**src/rtl/ex_mem_stage.sv**
```systemverilog
// ex_mem_stage: elastic EX/MEM pipeline register with a 2-entry skid buffer, flush and valid-qualified enables
module ex_mem_stage #(
  parameter int WORD_W = 32,
  parameter int ADDR_W = 32,
  parameter int LOW_W = 2,
  parameter int SEL_W = 4,
  parameter int REG_W = 5,
  parameter int MEMOP_W = 3,
  parameter int LOADOP_W = 3,
  parameter logic [MEMOP_W-1:0] MEMOP_LOAD = 3'b101,
  parameter logic [MEMOP_W-1:0] MEMOP_STORE = 3'b010,
  parameter int REGEN_BIT = 0
) (
  input  logic clk,
  input  logic rst,
  input  logic flush,
  input  logic ex_valid,
  output logic ex_ready,
  input  logic [MEMOP_W-1:0] ex_memop,
  input  logic [WORD_W-1:0] ex_result,
  input  logic [ADDR_W-1:0] ex_ramAddr,
  input  logic [SEL_W-1:0] ex_ramSel,
  input  logic [LOADOP_W-1:0] ex_loadop,
  input  logic [REG_W-1:0] ex_regDest,
  output logic mem_valid,
  input  logic mem_ready,
  output logic [MEMOP_W-1:0] mem_memop,
  output logic [WORD_W-1:0] mem_exresult,
  output logic [ADDR_W-LOW_W-1:0] mem_ramAddr,
  output logic [LOW_W-1:0] mem_ramLowAddr,
  output logic [SEL_W-1:0] mem_ramSel,
  output logic [LOADOP_W-1:0] mem_loadop,
  output logic [REG_W-1:0] mem_regDest,
  output logic mem_ramWriteEnable,
  output logic mem_ramReadEnable,
  output logic mem_regWriteEnable,
  output logic [1:0] occupancy
);
  localparam int BW = MEMOP_W + WORD_W + ADDR_W + SEL_W + LOADOP_W + REG_W;
  typedef enum logic [1:0] {EMPTY = 2'd0, ONE = 2'd1, TWO = 2'd2} state_t;
  state_t state, state_nx;
  logic rdy_q, in_fire, out_fire, ld_main, ld_skid;
  logic [BW-1:0] main_q, skid_q, ex_b;
  assign ex_b = {ex_memop, ex_result, ex_ramAddr, ex_ramSel, ex_loadop, ex_regDest};
  assign in_fire = ex_valid && rdy_q;
  assign out_fire = mem_valid && mem_ready;
  always_comb begin
    state_nx = flush ? EMPTY :
               state == EMPTY ? (in_fire ? ONE : EMPTY) :
               state == ONE ? ((in_fire && !out_fire) ? TWO : (!in_fire && out_fire) ? EMPTY : ONE) :
               (out_fire ? ONE : TWO);
    ld_main = !flush && ((state == EMPTY && in_fire) || (state == ONE && in_fire && out_fire) || (state == TWO && out_fire));
    ld_skid = !flush && state == ONE && in_fire && !out_fire;
  end
  // ex_ready is a flop tracking the next state so it never depends combinationally on mem_ready
  always_ff @(posedge clk or negedge rst) begin
    if (!rst) begin
      state <= EMPTY;
      rdy_q <= 1'b0;
      main_q <= '0;
      skid_q <= '0;
    end else begin
      state <= state_nx;
      rdy_q <= state_nx != TWO;
      if (flush) main_q <= '0;
      else if (ld_main) main_q <= (state == TWO) ? skid_q : ex_b;
      if (flush) skid_q <= '0;
      else if (ld_skid) skid_q <= ex_b;
    end
  end
  assign {mem_memop, mem_exresult, mem_ramAddr, mem_ramLowAddr, mem_ramSel, mem_loadop, mem_regDest} = main_q;
  assign ex_ready = rdy_q;
  assign mem_valid = state != EMPTY;
  assign occupancy = state;
  assign mem_ramWriteEnable = mem_valid && mem_memop == MEMOP_STORE;
  assign mem_ramReadEnable = mem_valid && mem_memop == MEMOP_LOAD;
  assign mem_regWriteEnable = mem_valid && mem_memop[REGEN_BIT];
endmodule

```
**config.mk**
```make
export PLATFORM = sky130hd
export DESIGN_NAME = ex_mem_stage
export DESIGN_NICKNAME = d
export VERILOG_FILES = /design/src/rtl/ex_mem_stage.sv
export SDC_FILE = /design/constraint.sdc
export NUM_CORES = 1
export LEC_CHECK = 0
export CORE_MARGIN = 5
export CORE_UTILIZATION = 63
export DETAILED_ROUTE_END_ITERATION = 6
export DONT_BUFFER_PORTS = 1
export GPL_TIMING_DRIVEN = 0
export PLACE_DENSITY = 0.85
export SYNTH_ARGS = -nofsm -noshare
export SYNTH_HDL_FRONTEND = slang
export SYNTH_SLANG_ARGS = --single-unit
export TNS_END_PERCENT = 20
```
**constraint.sdc**
```tcl
create_clock -name clk -period 1.92 [get_ports clk]
set_input_delay 0.48 -clock clk [delete_from_list [all_inputs] [get_ports clk]]
set_output_delay 0.48 -clock clk [all_outputs]
set_load 0.01 [all_outputs]
```
; ---- Word-level counts from Yosys, hierarchy flattened
; Cells that the tools add are included.
[totals]
reg_bits = 161
latchBits = 0
ramBits = 0
romBits = 0
out_inout_bits = 86
wordCells = 45
memories = 0
[classes]
n_addsub = 0
mul = 0
div = 0
order_cmp = 0
n_eq_ne = 5
n_shift = 0
n_mux = 12
bitwise_logic = 0
reduce_logical = 24
[op_table]
columns = cell, count
row1 = $mux 79, 5
row2 = $logic_and 1x1->1, 15
row3 = $mux 2, 5
row4 = $reduce_bool 2->1, 3
row5 = $eq 3x2->1 const B, 1
row6 = $eq 3x3->1 const B, 1
row7 = $logic_not 1->1, 3
row8 = $eq 2x1->1 const B, 1
row9 = $eq 2x2->1 const B, 1
row10 = $logic_not 2->1, 1
row11 = $logic_or 1x1->1, 2
row12 = $mux 1, 2
row13 = $ne 2x2->1 const B, 1

; ---- Logic depth before layout (Yosys ltp)
; Gate-level depths: netlist of run 1.
[depth]
word_depth = 9
depth_mapped = 7
depth_no_buf = 3

; ---- Least setup slack after synthesis of run 1
; No wires, ideal clock.
[synth_timing]
path_type = input to register
start = in flush
end = reg main_q[30]
t_arrival_ns = 1.670
path_slack_ns = 0.128
stages = 6
n_path_buf = 3
cell_sequence = clkbuf_1 -> nor2_1 -> a32oi_1 -> buf_2 -> buf_2 -> o2bb2ai_1
[synth_via]
elab_chain_cells = 3
elab_cells_between_ends = 4
[synth_lines]
columns = element, line_no
row1 = start: declaration, 16  ; input logic flush,
row2 = $logic_not 1->1, 52  ; ld_main = !flush && ((state == EMPTY && in_fire) || (state == ONE && in_fire && out_fire) || (state == TWO && ...
row3 = $logic_and 1x1->1, 52
row4 = $reduce_bool 2->1 (no source line), n/a
row5 = end signal: assignment, 66  ; else if (ld_main) main_q <= (state == TWO) ? skid_q : ex_b;
row6 = end: declaration, 43  ; logic [BW-1:0] main_q, skid_q, ex_b;
; Several ways; a longest one is shown, not always the timed one.
; A chain may end at the register's enable or synchronous reset.

; ---- Final worst setup path of run 1
[layout_timing]
start = reg state[1] (netlist: occupancy[1])
end = out mem_ramReadEnable
[layout_via]
elab_chain_cells = 2
[layout_lines]
columns = element, line_no
row1 = start: declaration, 41  ; state_t state, state_nx;
row2 = start signal: assignment, 63  ; state <= state_nx;
row3 = $reduce_bool 2->1, 73  ; assign mem_valid = state != EMPTY;
row4 = $logic_and 1x1->1, 76  ; assign mem_ramReadEnable = mem_valid && mem_memop == MEMOP_LOAD;
row5 = end: declaration, 35  ; output logic mem_ramReadEnable,
; No other way between the ends.

==> summary.txt, run 1 <==
STA
  • Final min period: 2.08 ns
  • RSZ-0062 raised after global routing: true
  • Max Clock Freq: 0.482 GHz
  • Final period util: 108%
  • Final WS setup: -0.155 ns
  • Fin Hold WS: -0.344 ns
  • Max Slew Vio Count: 0
  • Worst-Margin Slew: 0.592 ns
  • Hold Fails Final Rpt: 161
  • Slew margin rel.: 60.5%
  • Final count of negative-setup-slack endpoints: 10
  • Setup Skew: 0.00916 ns

Die
  • Die area: 12500 um^2
  • Die W: 112 um
  • Starting Density: 64.1%
  • Die Ht: 112 um
  • Site Rows: 37
  • Core Region: 10200 um^2
  • I/O pin count: 170

Power
  • Maximum vdd drop: 0.856 mV
  • Leakage: 3.28 nW
  • Pwr dens: 990 nW/um^2
  • Tot Pwr: 0.00743 W

Routing
  • Vias per inst: 6.61
  • Final wirelength: 16.3 mm
  • Initial DRC Count: 325
  • Post-route ant nets: 0
  • DRC: 0
  • Drt pass-1 iters: 5
  • DR vias: 4231
  • DR WL/cell: 25.4 um

Global route
  • Largest net degree at the start of global routing: 162
  • Vias in the first global route: 4628
  • Total global-route track usage: 26.4%
  • First-pass GRT wire length: 26.1 mm
  • Initial antenna violation count: 0
  • Gr ovfl total: 0

Yosys
  • Synth Area in Simple Gates: 1.53%
  • Synth Cell Area: 6560 um^2
  • Xor and xnor area share after synthesis: 0%
  • Syn Area/Cell: 14.1 um^2
  • Register area share after synthesis: 61.5%
  • Multiplexer share of the synthesized area: 12.1%
  • Yosys warnings: 0
  • Largest family of logic cells by synthesized area: compound AO/OA/AOI/OAI gates
  • Post-Synthesis Cells: 466
  • Adder-Cell Fraction of Synth Area: 0%
  • Cell variety after synth: 24
  • Synth Area in Compound Gates: 21.9%
  • Syn Nets: 550
  • FF+latch count, synth: 161

Place
  • Placed Area: 6730 um^2
  • Placed cells: 602
  • GPL Wtd Cong: 0.783
  • Buffers on Ports: 0
  • Hpwl dp: 10.7 mm

Setup path
  • Worst-path fanout max: 9
  • Critical Path RT: 1.44 ns
  • WS Path Type: flop to output port
  • Register-to-register setup slack: -0.04 ns
  • Arr. time, crit path: 1.60 ns
  • Slowest-stage cell, CP: dfrtp_2
  • Nature of the critical path startpoint: flop
  • CP Capture Type: output port
  • Cell Chain, Critical Path: buf_6, nor2_4, nor2b_4, and3b_1
  • Crit path largest cell delay: 0.45 ns

Flow run
  • Max cap viols: 0

Finish
  • Fillers: 663
  • Most frequent cells in the layout: dfrtp_1 (158), mux2i_1 (79), o2bb2ai_1 (79), a22o_1 (79), clkbuf_2 (20)
  • Commonest non-fill, non-tap cell in the layout: dfrtp_1
  • Final Cell Area: 7510 um^2
  • Layout cells sized above 1: 17.1%
  • Area grow syn2layout: 14.5%
  • Finished Layout Cells: 640
  • Final-stage net count: 575
  • # diodes: 0

Clock network
  • Clk Latency, worst-skew pair: 0.52 ns
  • CTS HTree Levels: 4
  • CTS Buffer Depth: 2
  • Total CTS buffers: 17
  • Sink Count: 161
  • CTS tree: built
  • Root Buffer: clkbuf_8
  • CTS clk-pin slew, worst paths: 0.07 ns

Min path
  • Worst Hold Class: input pin to async pin

Run status
  • Status: complete, but fails checks
  • Failing checks: hold timing, setup timing
[what timing repair did]
action	in CTS	in global routing
pin swaps	4	2
buffers inserted	6	1
setup endpoints to repair	162	107
endpoints found under the hold margin	161	161
resized for setup	33	16
[synth_stat cells, drive strengths merged]
cell type,n,share of area (%)
nor4b,1,0.13
nor4,1,0.19
a21oi,3,0.23
a22oi,1,0.11
dfrtp,161,61
nor3,1,0.076
nor2b,3,0.29
and3b,2,0.27
a311oi,1,0.23
buf,18,1.5
nand2,1,0.057
or3,1,0.095
a32oi,1,0.13
a22o,79,11
nand2b,1,0.095
nor3b,1,0.11
and2,1,0.095
o21ai,1,0.076
o2bb2ai,79,11
mux2i,79,12
nor2,2,0.11
inv,2,0.11
clkbuf,26,1.5
[worst paths after layout]
path                              start           endpoint  cells past startpoint
setup / recovery           occupancy[1]  mem_ramReadEnable                      4
hold / removal                      rst          main_q[6]                      0
setup reg to reg           occupancy[1]         main_q[70]                      7
hold reg to reg              skid_q[32]         skid_q[32]                      1
max in group asynchronous           rst       occupancy[1]                      0
min in group clk              mem_ready       occupancy[1]                      1
[worst max-delay path, delay by kind of cell (launching register included)]
| kind | cells | cell delay, ns |
|---|---|---|
| buf+inv | 1 | 0.16 |
| simple gates | 3 | 0.48 |
| flops | 1 | 0.45 |
[per-stage QoR]
stage	setup slack [ns]	utilization (%)	TNS, ns
CTS	-0.162	72.9	-1.66
finish	-0.155	73.4	-0.379
floorplan	0.128	-	0
global placement	-0.542	65.7	-59.49
global route	-0.205	73.4	-1.62
detailed placement	-0.553	65.7	-61.32
[cells by family after synthesis]
logic type	after synthesis
flops	161
mux	79
simple gates	15
compound gates	165
buf+inv	46
[power by group]
group          leakage [nW]  total (W)  switching, W  internal, W
combinational         0.812   0.000464      0.000265     0.000199
sequential             2.19    0.00374      0.000191      0.00355
clock                 0.278    0.00322       0.00135      0.00187
[cell type report]
type	instances	area (um^2)	area share, %
Timing Repair Buffer	7	77.6	1.03
Buffer	43	243	3.23
Multi-Input combinational cell	259	2400	32.0
Tap cell	136	170	2.27
Inverter	2	7.51	0.100
Clock buffer	22	473	6.30
Clock inverter	10	103	1.37
Sequential cell	161	4030	53.7
[sequential cells by signal, summed over array words and instances (netlist names)]
signal / count
ex_ready: 1
main_q: 79
occupancy: 2
skid_q: 79
[metal layers]
| metal | GRT usage [%] | part of all wire, % | wire (um) |
|---|---|---|---|
| met4 | 8.25 | 0.89 | 144 |
| met3 | 10.3 | 9.1 | 1470 |
| met5 | 0 | 0 | 0 |
| met1 | 33.3 | 40 | 6470 |
| met2 | 42.6 | 50 | 8180 |
Note: power is estimated with default switching activity, not from simulation.
==> run 2, diff against run 1 <==
--- a/config.mk
+++ b/config.mk
@@ -10,7 +10,7 @@
 export DETAILED_ROUTE_END_ITERATION = 6
 export DONT_BUFFER_PORTS = 1
 export GPL_TIMING_DRIVEN = 0
-export PLACE_DENSITY = 0.85
+export PLACE_DENSITY = 0.79
 export SYNTH_ARGS = -nofsm -noshare
 export SYNTH_HDL_FRONTEND = slang
 export SYNTH_SLANG_ARGS = --single-unit
==> run 2 against run 1 <==
The run still ends with hold timing, setup timing left. Global-route usage fell by 1.4 points. Critical path depth unchanged. Non-clock buffer count up 2. Cell area shrank 0.12%. Fmax is 1.3% higher. Via count down 0.87%. Total power is 2.6% higher. Cell count fell by 0.16%. Flip-flop and latch count unchanged. Worst hold slack better by 0.0026 ns. Worst setup slack gained 0.028 ns. Register-to-register slack got worse by 0.04 ns. Largest cell class unchanged.
==> summary.txt, run 2 (synthesis gave the netlist of run 1 again) <==
Routing
  • Final wirelength: 15.4 mm
  • DRC: 0
  • Drt pass-1 iters: 4
  • Post-route ant nets: 0
  • DR WL/cell: 24.1 um
  • Vias per inst: 6.56
  • Initial DRC Count: 290
  • DR vias: 4194

Global route
  • Total global-route track usage: 25.1%
  • Initial antenna violation count: 0
  • Gr ovfl total: 0
  • First-pass GRT wire length: 24.7 mm
  • Largest net degree at the start of global routing: 162
  • Vias in the first global route: 4363

Place
  • Hpwl dp: 10.1 mm
  • GPL Wtd Cong: 0.802
  • Placed Area: 6730 um^2
  • Buffers on Ports: 0
  • Placed cells: 602

STA
  • Max Slew Vio Count: 0
  • Fin Hold WS: -0.342 ns
  • RSZ-0062 raised after global routing: true
  • Final count of negative-setup-slack endpoints: 13
  • Slew margin rel.: 63.1%
  • Setup Skew: 0.00539 ns
  • Worst-Margin Slew: 0.554 ns
  • Final min period: 2.05 ns
  • Setup_tns: -0.946 ns
  • Hold Fails Final Rpt: 161
  • Final WS setup: -0.127 ns
  • Final period util: 107%
  • Max Clock Freq: 0.488 GHz

Die
  • Die area: 12500 um^2
  • Core Region: 10200 um^2
  • Site Rows: 37
  • Starting Density: 64.1%
  • I/O pin count: 170
  • Die W: 112 um
  • Die Ht: 112 um

Finish
  • Final-stage net count: 577
  • Layout cells sized above 1: 16.1%
  • Commonest non-fill, non-tap cell in the layout: dfrtp_1
  • Finished Layout Cells: 639
  • # diodes: 0
  • Area grow syn2layout: 14.4%
  • Most frequent cells in the layout: dfrtp_1 (160), mux2i_1 (79), o2bb2ai_1 (79), a22o_1 (79), clkbuf_2 (17)
  • Final Cell Area: 7500 um^2

Setup path
  • Critical Path RT: 1.44 ns
  • Worst path top cell family by delay: simple AND/OR/NAND/NOR gates
  • WS Path Type: flop to output port
  • Crit path largest cell delay: 0.43 ns
  • WP buf/inv: 1
  • Nature of the critical path startpoint: flop
  • Cell Chain, Critical Path: buf_6, nor2_4, nor2b_4, and3b_2
  • Arr. time, crit path: 1.57 ns
  • CP Capture Type: output port
  • Worst-path fanout max: 7
  • Slowest-stage cell, CP: dfrtp_1

Power
  • Leakage: 3.27 nW
  • Pwr dens: 1020 nW/um^2
  • Tot Pwr: 0.00762 W
  • Maximum vdd drop: 0.465 mV

Clock network
  • Total CTS buffers: 17
  • Root Buffer: clkbuf_8
  • CTS Buffer Depth: 2
  • CTS tree: built
  • CTS HTree Levels: 4
  • CTS clk-pin slew, worst paths: 0.06 ns
  • Sink Count: 161
  • Clk Latency, worst-skew pair: 0.52 ns

Run status
  • Failing checks: hold timing, setup timing
  • Status: complete, but fails checks

Min path
  • Worst Hold Class: input pin to async pin

Flow run
  • Max cap viols: 0
-- run 2: cell count changes in the layout (fill, tap and decap cells not counted), sizes merged --
cell | previous run | this run
clkinvlp | 2 | 3
inv | 3 | 2
buf | 22 | 25
clkinv | 6 | 3
clkbuf | 50 | 46
bufinv | 1 | 4
-- run 2: timing repair --
item | in CTS | in global routing
gates resized for setup | 27 | 15
buffers inserted | 9 | 0
hold endpoints to repair | 161 | 161
endpoints found under the setup margin | 162 | 125
pin swaps | 4 | 0
-- run 2: final timing paths --
kind	startpoint	to	slack (ns)	cells after the start
hold / removal	rst	skid_q[7]	-0.34	0
min in group clk	mem_ready	occupancy[1]	0.03	1
hold reg to reg	skid_q[77]	skid_q[77]	0.50	1
max in group asynchronous	rst	main_q[13]	2.06	0
setup reg to reg	occupancy[1]	skid_q[76]	-0.08	6
setup / recovery	occupancy[1]	mem_ramReadEnable	-0.13	4
-- run 2: where the power goes --
part           total (W)  switching (W)  internal [W]
Clock            0.00344        0.00128       0.00216
Sequential       0.00374       0.000190       0.00355
Combinational   0.000441       0.000252      0.000189
-- run 2: metrics by stage --
stage                     worst slack (ns)  utilization, %  hold WS [ns]
after floorplan                      0.128               -         0.184
after global placement              -0.486            65.7         0.189
after detailed placement            -0.535            65.7         0.189
after CTS                           -0.149            73.2        -0.356
after global routing                -0.172            73.3        -0.369
final                               -0.127            73.3        -0.342
-- run 2: worst reg2reg max path, stage by stage, from the launching register on --
cell     delay [ns]
dfrtp_1        0.43
buf_6          0.16
nor3b_1        0.42
a21oi_4        0.18
buf_2          0.23
buf_2          0.21
a22o_1         0.25
-- run 2: cell type report --
class | instances | area, um^2
clock buffer | 19 | 442
inverter | 2 | 7.51
timing repair buffer | 9 | 67.6
clock inverter | 10 | 161
tap | 136 | 170
buffer | 43 | 223
sequential | 161 | 4030
multi-input combinational | 259 | 2400
fill | 698 | 2730
-- run 2: per-layer routing --
layer	vias up	routed length, um	global-route usage, %
li1	1868	-	-
met1	2154	6410	33.3
met2	148	7190	37.9
met3	24	1510	10.5
met4	0	264	7.93
met5	-	0	0
==> RTL edit: new RTL, flow settings as in run 1 <==
Change the parameter `SEL_W` from 4 to 5.
--- a/src/rtl/ex_mem_stage.sv
+++ b/src/rtl/ex_mem_stage.sv
@@ -5,3 +5,3 @@
   parameter int LOW_W = 2,
-  parameter int SEL_W = 4,
+  parameter int SEL_W = 5,
   parameter int REG_W = 5,
Interface: changed (resized ex_ramSel and mem_ramSel); port bits go from 170 to 172. The function was not compared with the original's and may differ.
==> RTL edit against run 1 <==
The flow still finishes with violations (negative hold slack, negative setup slack). Clock power rose by 3%. Area after synthesis rose by 10%. Final area rose by 8.5%. Sequential cell count rose by 2. Worst setup slack improved by 0.13 ns. Routed wire length rose by 2.0%. Total power rose by 4.1%. Count of clock-buffer cells in the layout rose by 1. Final cell count rose by 1.7%. Largest power group unchanged.
==> RTL edit: results <==
group,metric,value,unit
sta,setup_violations,1,
global_route,grt_pass1_vias,4768,
drt,vias,4362,
sta,maxSlewHeadroom,71.19,%
global_route,grt_use_total,25.44,%
critical_path,r2r-start,"ex_ready",
critical_path,regToRegSetupSlack,0.08,ns
clock_tree,cts-root-buf,"clkbuf_16",
place,gp_congestion,0.7593,
drt,via_per_inst,6.700,
place,pre_cts_ws,-0.4629,ns
place,hpwlAfterDp,11220,um
critical_path,arrival,1.47,ns
logic_synthesis,synth-seq-area-share,56.59,%
finish,drive_gt1_share,33.27,%
logic_synthesis,synth_cells,471,
sta,setup_tns,-0.02946,ns
critical_path,r2r_end,"skid_q[41]",
logic_synthesis,netlist_top_cells_area,"dfrtp_1 (57%), o2bb2ai_2 (17%), mux2i_1 (11%)",
place,placedCellCount,614,
critical_path,r2r_cells,5,
drt,initialDrtViolationCount,291,
sta,finalHoldViolations,163,
drt,routed_wl,16590,um
min_path,hold_class,"input pin to asynchronous set/reset pin",
sta,fin_ws,-0.02946,ns
logic_synthesis,synth_compound_area_share,27.36,%
outcome,status,"finished, violations left",
clock_tree,clock_latency,0.41,ns
global_route,grt_pass1_wl,26610,um
logic_synthesis,synth_cell_types,24,
logic_synthesis,synth_nets,556,
pwr,irDropWorstVdd,0.6698,mV
logic_synthesis,yosys-top-cells-count,"dfrtp_1 (163), a22o_1 (80), mux2i_1 (80), o2bb2ai_2 (80), buf_2 (19)",
outcome,violations,"negative hold slack, negative setup slack",
global_route,met3_usage,10.44,%
global_route,use_met1,32.90,%
global_route,grt_max_degree,164,
critical_path,cpPeakStageDelay,0.44,ns
clock_tree,cts_buffers,17,
pwr,power_leakage,3.495,nW
global_route,use_met2,40.12,%
logic_synthesis,synthAdderAreaFrac,0,%
finish,fin_nets,580,
place,placed_area,7387,sq um
critical_path,crit_slowest_cell,"dfrtp_2",
sta,fin_hold_ws,-0.2406,ns
sta,fin_skew,0.006814,ns
logic_synthesis,synthMuxAreaShare,11.11,%
[RTL edit: cell types whose count changed after synthesis, moves of 2 or more]
| cell | change |
|---|---|
| o2bb2ai_2 | +80 |
| o2bb2ai_1 | -79 |
| clkbuf_1 | -9 |
| buf_6 | +8 |
| dfrtp_1 | +2 |
| buf_2 | +3 |
| buf_4 | -2 |
[RTL edit: cell type report]
class                      instances  area [sq um]
multi-input combinational        262          2930
buffer                            44         315.3
tap                              143         178.9
sequential                       163          4081
timing repair buffer               5         37.54
clock buffer                      23         498.0
clock inverter                     9         95.09
inverter                           2         7.507
fill                             746          3177
[RTL edit: what timing repair did]
item,4_1_cts,5_1_grt
setup buffers,5,0
endpoints found under the hold margin,163,163
endpoints found under the setup margin,164,138
resized for setup,30,22
pin swaps,3,1
[RTL edit: where the power goes]
group	internal [W]	switching (W)	total (W)	leakage [nW]
Clock	0.00197	0.00136	0.00333	0.279
Sequential	0.00359	0.000221	0.00382	2.21
Combinational	0.000257	0.000327	0.000584	1.00
Total	0.00582	0.00191	0.00773	3.50
[RTL edit: kinds of logic after synthesis]
group | Yosys count
multiplexers | 80
AO/OA/AOI/OAI | 167
AND/OR/NAND/NOR | 15
buffers and inverters | 46
flip-flops | 163
[RTL edit: worst max-delay path by stage]
stage	startpoint	to	slack, ns
6_report	occupancy[1]	mem_ramReadEnable	-0.03
2_1_floorplan	ex_valid	main_q[42]	0.23
5_1_grt	occupancy[1]	mem_ramReadEnable	-0.09
4_1_cts	occupancy[1]	mem_ramReadEnable	-0.06
3_3_place_gp	flush	skid_q[79]	-0.37
3_5_place_dp	ex_valid	skid_q[41]	-0.46
[RTL edit: routing by layer]
layer | vias up | routed length (um)
li1 | 1870 | -
met1 | 2284 | 6616
met2 | 176 | 8099
met3 | 32 | 1536
met4 | 0 | 337
met5 | - | 0
